--- src/rtl/sobel_window_gen.sv ---
// Raster-scan 3x3 window generator for a Sobel kernel: two line buffers plus a
// shifting 3x3 register window, one window per accepted interior pixel.
module sobel_window_gen #(
  parameter int IMG_W = 64,
  parameter int IMG_H = 64
) (
  input  logic       clk,
  input  logic       rst,
  input  logic       in_valid,
  input  logic [7:0] in_pixel,
  output logic       out_valid,
  output logic       out_last,
  output logic [7:0] p0,
  output logic [7:0] p1,
  output logic [7:0] p2,
  output logic [7:0] p3,
  output logic [7:0] p4,
  output logic [7:0] p5,
  output logic [7:0] p6,
  output logic [7:0] p7,
  output logic [7:0] p8
);
  localparam int CW = $clog2(IMG_W);
  localparam int RW = $clog2(IMG_H);
  localparam logic [CW-1:0] COL_MAX = CW'(IMG_W - 1);
  localparam logic [RW-1:0] ROW_MAX = RW'(IMG_H - 1);
  localparam logic [CW-1:0] COL_TWO = CW'(2);
  localparam logic [RW-1:0] ROW_TWO = RW'(2);

  logic [CW-1:0] col;
  logic [RW-1:0] row;
  logic [7:0]    lb_a [IMG_W];   // row r-2
  logic [7:0]    lb_b [IMG_W];   // row r-1
  logic [7:0]    top_new, mid_new;
  logic [2:0][2:0][7:0] win;     // [window row][window col], col 0 is leftmost
  logic          accept;

  assign accept  = in_valid && !rst;
  assign top_new = lb_a[col];
  assign mid_new = lb_b[col];

  // Line buffers carry no reset; the row >= 2 gate hides stale contents.
  always_ff @(posedge clk) begin
    if (accept) begin
      lb_a[col] <= lb_b[col];
      lb_b[col] <= in_pixel;
    end
  end

  always_ff @(posedge clk) begin
    if (rst) begin
      col       <= '0;
      row       <= '0;
      win       <= '0;
      out_valid <= 1'b0;
      out_last  <= 1'b0;
    end else begin
      out_valid <= in_valid && (col >= COL_TWO) && (row >= ROW_TWO);
      out_last  <= in_valid && (col == COL_MAX) && (row == ROW_MAX);
      if (in_valid) begin
        win[0][0] <= win[0][1];
        win[0][1] <= win[0][2];
        win[0][2] <= top_new;
        win[1][0] <= win[1][1];
        win[1][1] <= win[1][2];
        win[1][2] <= mid_new;
        win[2][0] <= win[2][1];
        win[2][1] <= win[2][2];
        win[2][2] <= in_pixel;
        if (col == COL_MAX) begin
          col <= '0;
          row <= (row == ROW_MAX) ? '0 : row + 1'b1;
        end else begin
          col <= col + 1'b1;
        end
      end
    end
  end

  assign p0 = win[0][0];
  assign p1 = win[0][1];
  assign p2 = win[0][2];
  assign p3 = win[1][0];
  assign p4 = win[1][1];
  assign p5 = win[1][2];
  assign p6 = win[2][0];
  assign p7 = win[2][1];
  assign p8 = win[2][2];

endmodule

--- config.mk ---
export PLATFORM = sky130hd
export DESIGN_NAME = sobel_window_gen
export DESIGN_NICKNAME = d
export VERILOG_FILES = /design/src/rtl/sobel_window_gen.sv
export SDC_FILE = /design/constraint.sdc
export NUM_CORES = 1
export LEC_CHECK = 0
export CAP_MARGIN = 25
export CORE_MARGIN = 10
export CORE_UTILIZATION = 56
export CTS_CLUSTER_DIAMETER = 50
export DETAILED_ROUTE_END_ITERATION = 10
export GPL_TIMING_DRIVEN = 0
export PLACE_DENSITY = 0.75
export SYNTH_ARGS = -nofsm -noshare
export SYNTH_HDL_FRONTEND = slang
export SYNTH_SLANG_ARGS = --single-unit
--- constraint.sdc ---
create_clock -name clk -period 3.9 [get_ports clk]
set_clock_uncertainty 0.2 [all_clocks]
set_input_delay 0.78 -clock clk [delete_from_list [all_inputs] [get_ports clk]]
set_output_delay 0.78 -clock clk [all_outputs]
set_load 0.1 [all_outputs]
==> flow_metrics.tcl, run 1 <==
set metrics [dict create \
    violations "setup timing" \
    cts-root-buf "clkbuf_16" \
    rows 101 \
    fp.coreArea_sq_um 76080 \
    ys_seq_area_share_pct 75.78 \
    synth.largest_area_cell "edfxtp_1" \
    holdBufCountCts 0 \
    min_period_over_period_pct 102.8 \
    endpoint_kind "flop" \
    syn_area_sq_um 43010 \
    vias 24946 \
    worstHoldPathCells 2 \
    timing.slew.headroom_pct 20.30 \
    syn_area_per_cell_sq_um 18.71 \
    drv_cap 0 \
    crit_fanout 12 \
    post-place-ws_ps -268.6 \
    drive_gt1_share_pct 23.89 \
    first_iter_violations 3442 \
    drc 0 \
    start_util_pct 56.54 \
    fmax_mhz 249.5 \
    htree_levels 3 \
    yosys-top-cells-count "1,024 x edfxtp_1, 186 x mux2i_1, 174 x nor2_1" \
    start_kind "flop" \
    ys_dominant_reg_cell "edfxtp_1" \
    status "finished with violations" \
    synth-edff-count 1024 \
    fin_ws_ps -108.4 \
    syn2layout_area_growth_pct 18.45 \
    syn_nets 2314 \
    setup_viol 146 \
    final_hold_viol_count 0 \
    clk_pin_slew_worst_paths_ps 60 \
    viasPerCell 6.702 \
    synth_warnings 0 \
    clock_latency_ps 690 \
    clock-sinks 1116 \
    p_leak_uw 0.01624 \
    ys_top_cells_by_area "edfxtp_1 71%, mux4_2 8.1%, mux2i_1 4.3%" \
    die-area_sq_um 88290 \
    die_h_um 297.1 \
    synth-async-reset-ratio_pct 0 \
    design.portCount 85 \
    grt-ovfl-total 0 \
    grt_util_all_layers_pct 29.04 \
    cts_tree "done" \
    synth_top_area_share_pct 71.49 \
    die_w_um 297.1 \
    worstPathRequired_ps 4080 \
    wl_per_cell_um 34.89 \
    powerDensity_nw_per_um2 510.8 \
    ys_ff_latch 1116 \
    cts_buffer_depth 3 \
    ir_worst_vdd_v 0.0004229 \
    path_class "flop to flop" \
    hold_slack_ps 299.8 \
    hold_class "flop to flop" \
    cp.arrival_ps 4190 \
    grt_pass1_wl_um 183800 \
    dr.pass1.iters 7 \
    reg2reg_depth 6 \
    ant_nets 0 \
    worst_pin_slew_ps 1196 \
    routabilityCongestion 0.9767 \
    antenna_found_initial 0 \
    yosysUniqueCellTypes 71 \
    port_buffers 83 \
    final_nets 2610 \
    slew_violations 0 \
    rsz0062_at_grt "true" \
    grt_max_degree 53 \
    utilization_pct 66.97 \
    hpwl_um 86500 \
    numCtsBuffers 111 \
    layout_min_cycle_time_ps 4008 \
    syn_inst 2299 \
    first_global_vias 24831 \
    routed_wl_um 129800 \
    yosysMostFrequentCell "edfxtp_1" \
]
## repair_timing
action / 4_1_cts / 5_1_grt
endpoints found under the setup margin: 514 / 345
setup buffers: 9 / 4
gates cloned: 0 / 0
resized for setup: 35 / 13
pin swaps: 9 / 4
## per-layer routing
layer  up-vias  track usage [%]  wire length, um
met4         0            14.90             7946
met2      1875            45.55            60530
li1       9909                -                -
met1     12740            37.56            46170
met5         -                0                0
met3       422            7.128            15200
## layout by cell type (no fill, tap or decap), drive strengths merged, types with 7 or more instances in the layout
cell type	count
nor3	9
mux2i	186
dfxtp	92
a22o	7
mux4	160
nor4	7
mux2	34
a311oi	13
bufinv	12
nand3	19
buf	199
a211oi	14
o21ai	34
nand2	93
and2	14
nor2	176
a31oi	7
a22oi	62
edfxtp	1024
inv	13
clkinv	33
clkdlybuf4s50	75
nor2b	12
o22ai	14
clkbuf	194
a221oi	34
a21oi	60
nand4	10
## layout make-up
class | count | area [sq um]
antenna | 1 | 2.502
buffer | 134 | 784.5
clock buffer | 152 | 3078
clock inverter | 57 | 634.4
fill | 4888 | 25130
inverter | 5 | 18.77
multi-input combinational | 1044 | 10040
sequential | 1116 | 32590
tap | 1030 | 1289
timing repair buffer | 183 | 2505
## final timing paths
check / start / end / slack [ps]
max: col[1]$_SDFFE_PP0P_ / lb_a[55][0]$_DFFE_PP_ / -110
min: p0[6]$_SDFFE_PP0P_ / p0[6]$_SDFFE_PP0P_ / 300
max reg2reg: col[1]$_SDFFE_PP0P_ / lb_a[55][0]$_DFFE_PP_ / -110
min reg2reg: p0[6]$_SDFFE_PP0P_ / p0[6]$_SDFFE_PP0P_ / 300
## registers in the layout, summed over array words and instances, names as in the netlist, named ones only
signal     count
out_last       1
lb_b         512
p7             8
p3             8
out_valid      1
col            6
p2             8
p1             8
p0             8
row            6
p4             8
lb_a         512
p5             8
p8             8
p6             8
## cells by family after synthesis
group           share of synthesized area (%)
flops                                   75.78
mux                                     13.65
simple gates                            3.750
compound gates                          4.684
buf+inv                                 1.862
xor+xnor                               0.1629
fa+ha+maj                              0.1164
## worst max-delay path, stage by stage (launching register included)
cell	delay (ps)
dfxtp_1	520
buf_2	470
buf_2	580
and3_1	640
nand2_2	450
nor2_2	580
buf_16	230
## where the power goes
group	total (uW)	switching (uW)	internal [uW]
clock	10800	4500	6340
sequential	13300	56.0	13200
combinational	1890	1340	546
total	26000	5900	20100
## stage by stage
stage / std cells / area [sq um] / TNS, ps / total power [uW]
detailed placement: 3496 / 46700 / -49800 / 15380
global placement: 3412 / 45140 / -1148680 / 15300
finish: 3722 / 50950 / -5968 / 26020
CTS: 3714 / 50770 / -3237 / 25990
global route: 3721 / 50940 / -695.1 / 26600
floorplan: 2299 / 43020 / 0 / 14590
(Power assumes the default switching activity.)
==> run 2, diff against run 1 <==
- MAX_ROUTING_LAYER: not set -> met4
==> run 2 against run 1 <==
  * Sequential share of layout area down 0.60 points
  * Sequential power about the same
  * Clock power about the same
  * Fmax down 1.0%
  * Via count up 0.38%
  * Hold slack worse by 5.7 ps
  * The flow still finishes with violations (setup timing)
  * First-iteration DRC count up 9.5%
  * Utilization up 0.63 points
  * Final area up 0.94%
==> flow_metrics.tcl, run 2 (synthesis gave the netlist of run 1 again) <==
set metrics [dict create \
    timing.slew.headroom_pct 23.29 \
    cts-root-buf "clkbuf_16" \
    final_common_cell "edfxtp_1" \
    routabilityCongestion 0.9658 \
    drc 0 \
    cts_buffer_depth 3 \
    drive_gt1_share_pct 24.51 \
    hpwl_um 89240 \
    htree_levels 3 \
    wl_per_cell_um 35.78 \
    clock_latency_ps 700 \
    ir_worst_vdd_v 0.0004382 \
    grt_pass1_wl_um 187500 \
    powerDensity_nw_per_um2 511.7 \
    grt_max_degree 53 \
    grt_util_all_layers_pct 30.74 \
    routedLengthMet1_um 47380 \
    clk_pin_slew_worst_paths_ps 60 \
    n_fill_cell 4812 \
    fp.coreArea_sq_um 76080 \
    reg_top3 "lb_a (512), lb_b (512)" \
    worstPathRequired_ps 4010 \
    grt-ovfl-total 0 \
    violations "setup timing" \
    drv_cap 0 \
    wl_met2_um 63050 \
    syn2layout_area_growth_pct 19.57 \
    endpoint_kind "flop" \
    cp.arrival_ps 4160 \
    design.portCount 85 \
    fmax_mhz 246.9 \
    path_class "flop to flop" \
    dp_cells 3498 \
    final_nets 2625 \
    die_h_um 297.1 \
    routed_wl_um 133700 \
    start_util_pct 56.54 \
    first_global_vias 24728 \
    die_w_um 297.1 \
    layout_min_cycle_time_ps 4050 \
    port_buffers 83 \
    rows 101 \
    cts_tree "done" \
    antenna_found_initial 3 \
    route.met3.wl_um 15150 \
    routed.top_layer "met4" \
    numCtsBuffers 115 \
    slew_violations 0 \
    viasPerCell 6.699 \
    vias 25040 \
    ant_nets 0 \
    die-area_sq_um 88290 \
    clock-sinks 1116 \
    setup_viol 111 \
    crit_fanout 16 \
    worst_pin_slew_ps 1151 \
    min_period_over_period_pct 103.8 \
    final_cells 3738 \
    final_hold_viol_count 0 \
    first_iter_violations 3769 \
    hold_class "flop to flop" \
    start_kind "flop" \
    layout_common_cells "1,024 x edfxtp_1, 185 x mux2i_1, 154 x mux4_2" \
    rsz0062_at_grt "true" \
    fin_ws_ps -149.9 \
    dr.pass1.iters 7 \
    status "finished with violations" \
    p_leak_uw 0.01643 \
    fin_tns_setup_ps -7805 \
]
==> run 2: cell types whose count changed in the layout (fill, tap and decap cells not counted), sizes merged, moves of 2 or more <==
cell,change
buf,+10
bufinv,-2
clkbuf,-5
clkinv,+4
clkinvlp,+5
diode,+2
==> run 2: worst paths after layout <==
check / depth (start not counted) / slack [ps] / from / end
min reg2reg: 2 / 290 / p0[7]$_SDFFE_PP0P_ / p0[7]$_SDFFE_PP0P_
min: 2 / 290 / p0[7]$_SDFFE_PP0P_ / p0[7]$_SDFFE_PP0P_
max reg2reg: 5 / -150 / col[1]$_SDFFE_PP0P_ / lb_b[9][0]$_DFFE_PP_
max: 5 / -150 / col[1]$_SDFFE_PP0P_ / lb_b[9][0]$_DFFE_PP_
==> run 2: power by group <==
group          internal [uW]  leakage (uW)  switching [uW]  total [uW]
sequential             13200       0.00996            55.8       13300
combinational            556       0.00461            1360        1910
clock                   6420       0.00185            4690       11100
total                  20200        0.0164            6100       26300
==> run 2: stage by stage <==
| stage | cell area (sq um) | util, % | hold WS, ps | worst slack [ps] | total power (uW) |
|---|---|---|---|---|---|
| floorplan | 43020 | - | 271.6 | 877.7 | 14590 |
| global placement | 45140 | 59.33 | 274.7 | -1294 | 15310 |
| detailed placement | 46900 | 61.65 | 279.7 | -417.9 | 15400 |
| CTS | 51300 | 67.43 | 295.2 | -170.2 | 26300 |
| global route | 51430 | 67.60 | 309.5 | -10.06 | 26880 |
| finish | 51430 | 67.60 | 294.1 | -149.9 | 26310 |
==> run 2: area by class of cell <==
class                      instances  area, sq um  area share (%)
sequential                      1116        32590           63.38
multi-input combinational       1044        10030           19.51
clock buffer                     147         3157           6.139
timing repair buffer             194         2848           5.538
tap                             1030         1289           2.506
buffer                           134        794.5           1.545
clock inverter                    65        686.9           1.336
inverter                           5        18.77         0.03650
antenna                            3        7.507         0.01460
==> run 2: critical path: stages, from the launching register on <==
cell and delay, ps:
dfxtp_1 430, buf_2 350, buf_4 310, nor3_1 780, nand2_1 640, nor2_4 930
==> run 2: routing by layer <==
layer / global-route usage [%] / vias up
li1: - / 9950
met1: 38.87 / 12825
met2: 47.43 / 1832
met3: 6.205 / 433
met4: 15.14 / 0
met5: - / -
==> run 2: what timing repair did <==
action / CTS / global route
hold buffers: 0 / 0
resized for setup: 36 / 14
pin swaps: 16 / 2
endpoints found under the setup margin: 635 / 274
setup buffers: 20 / 2
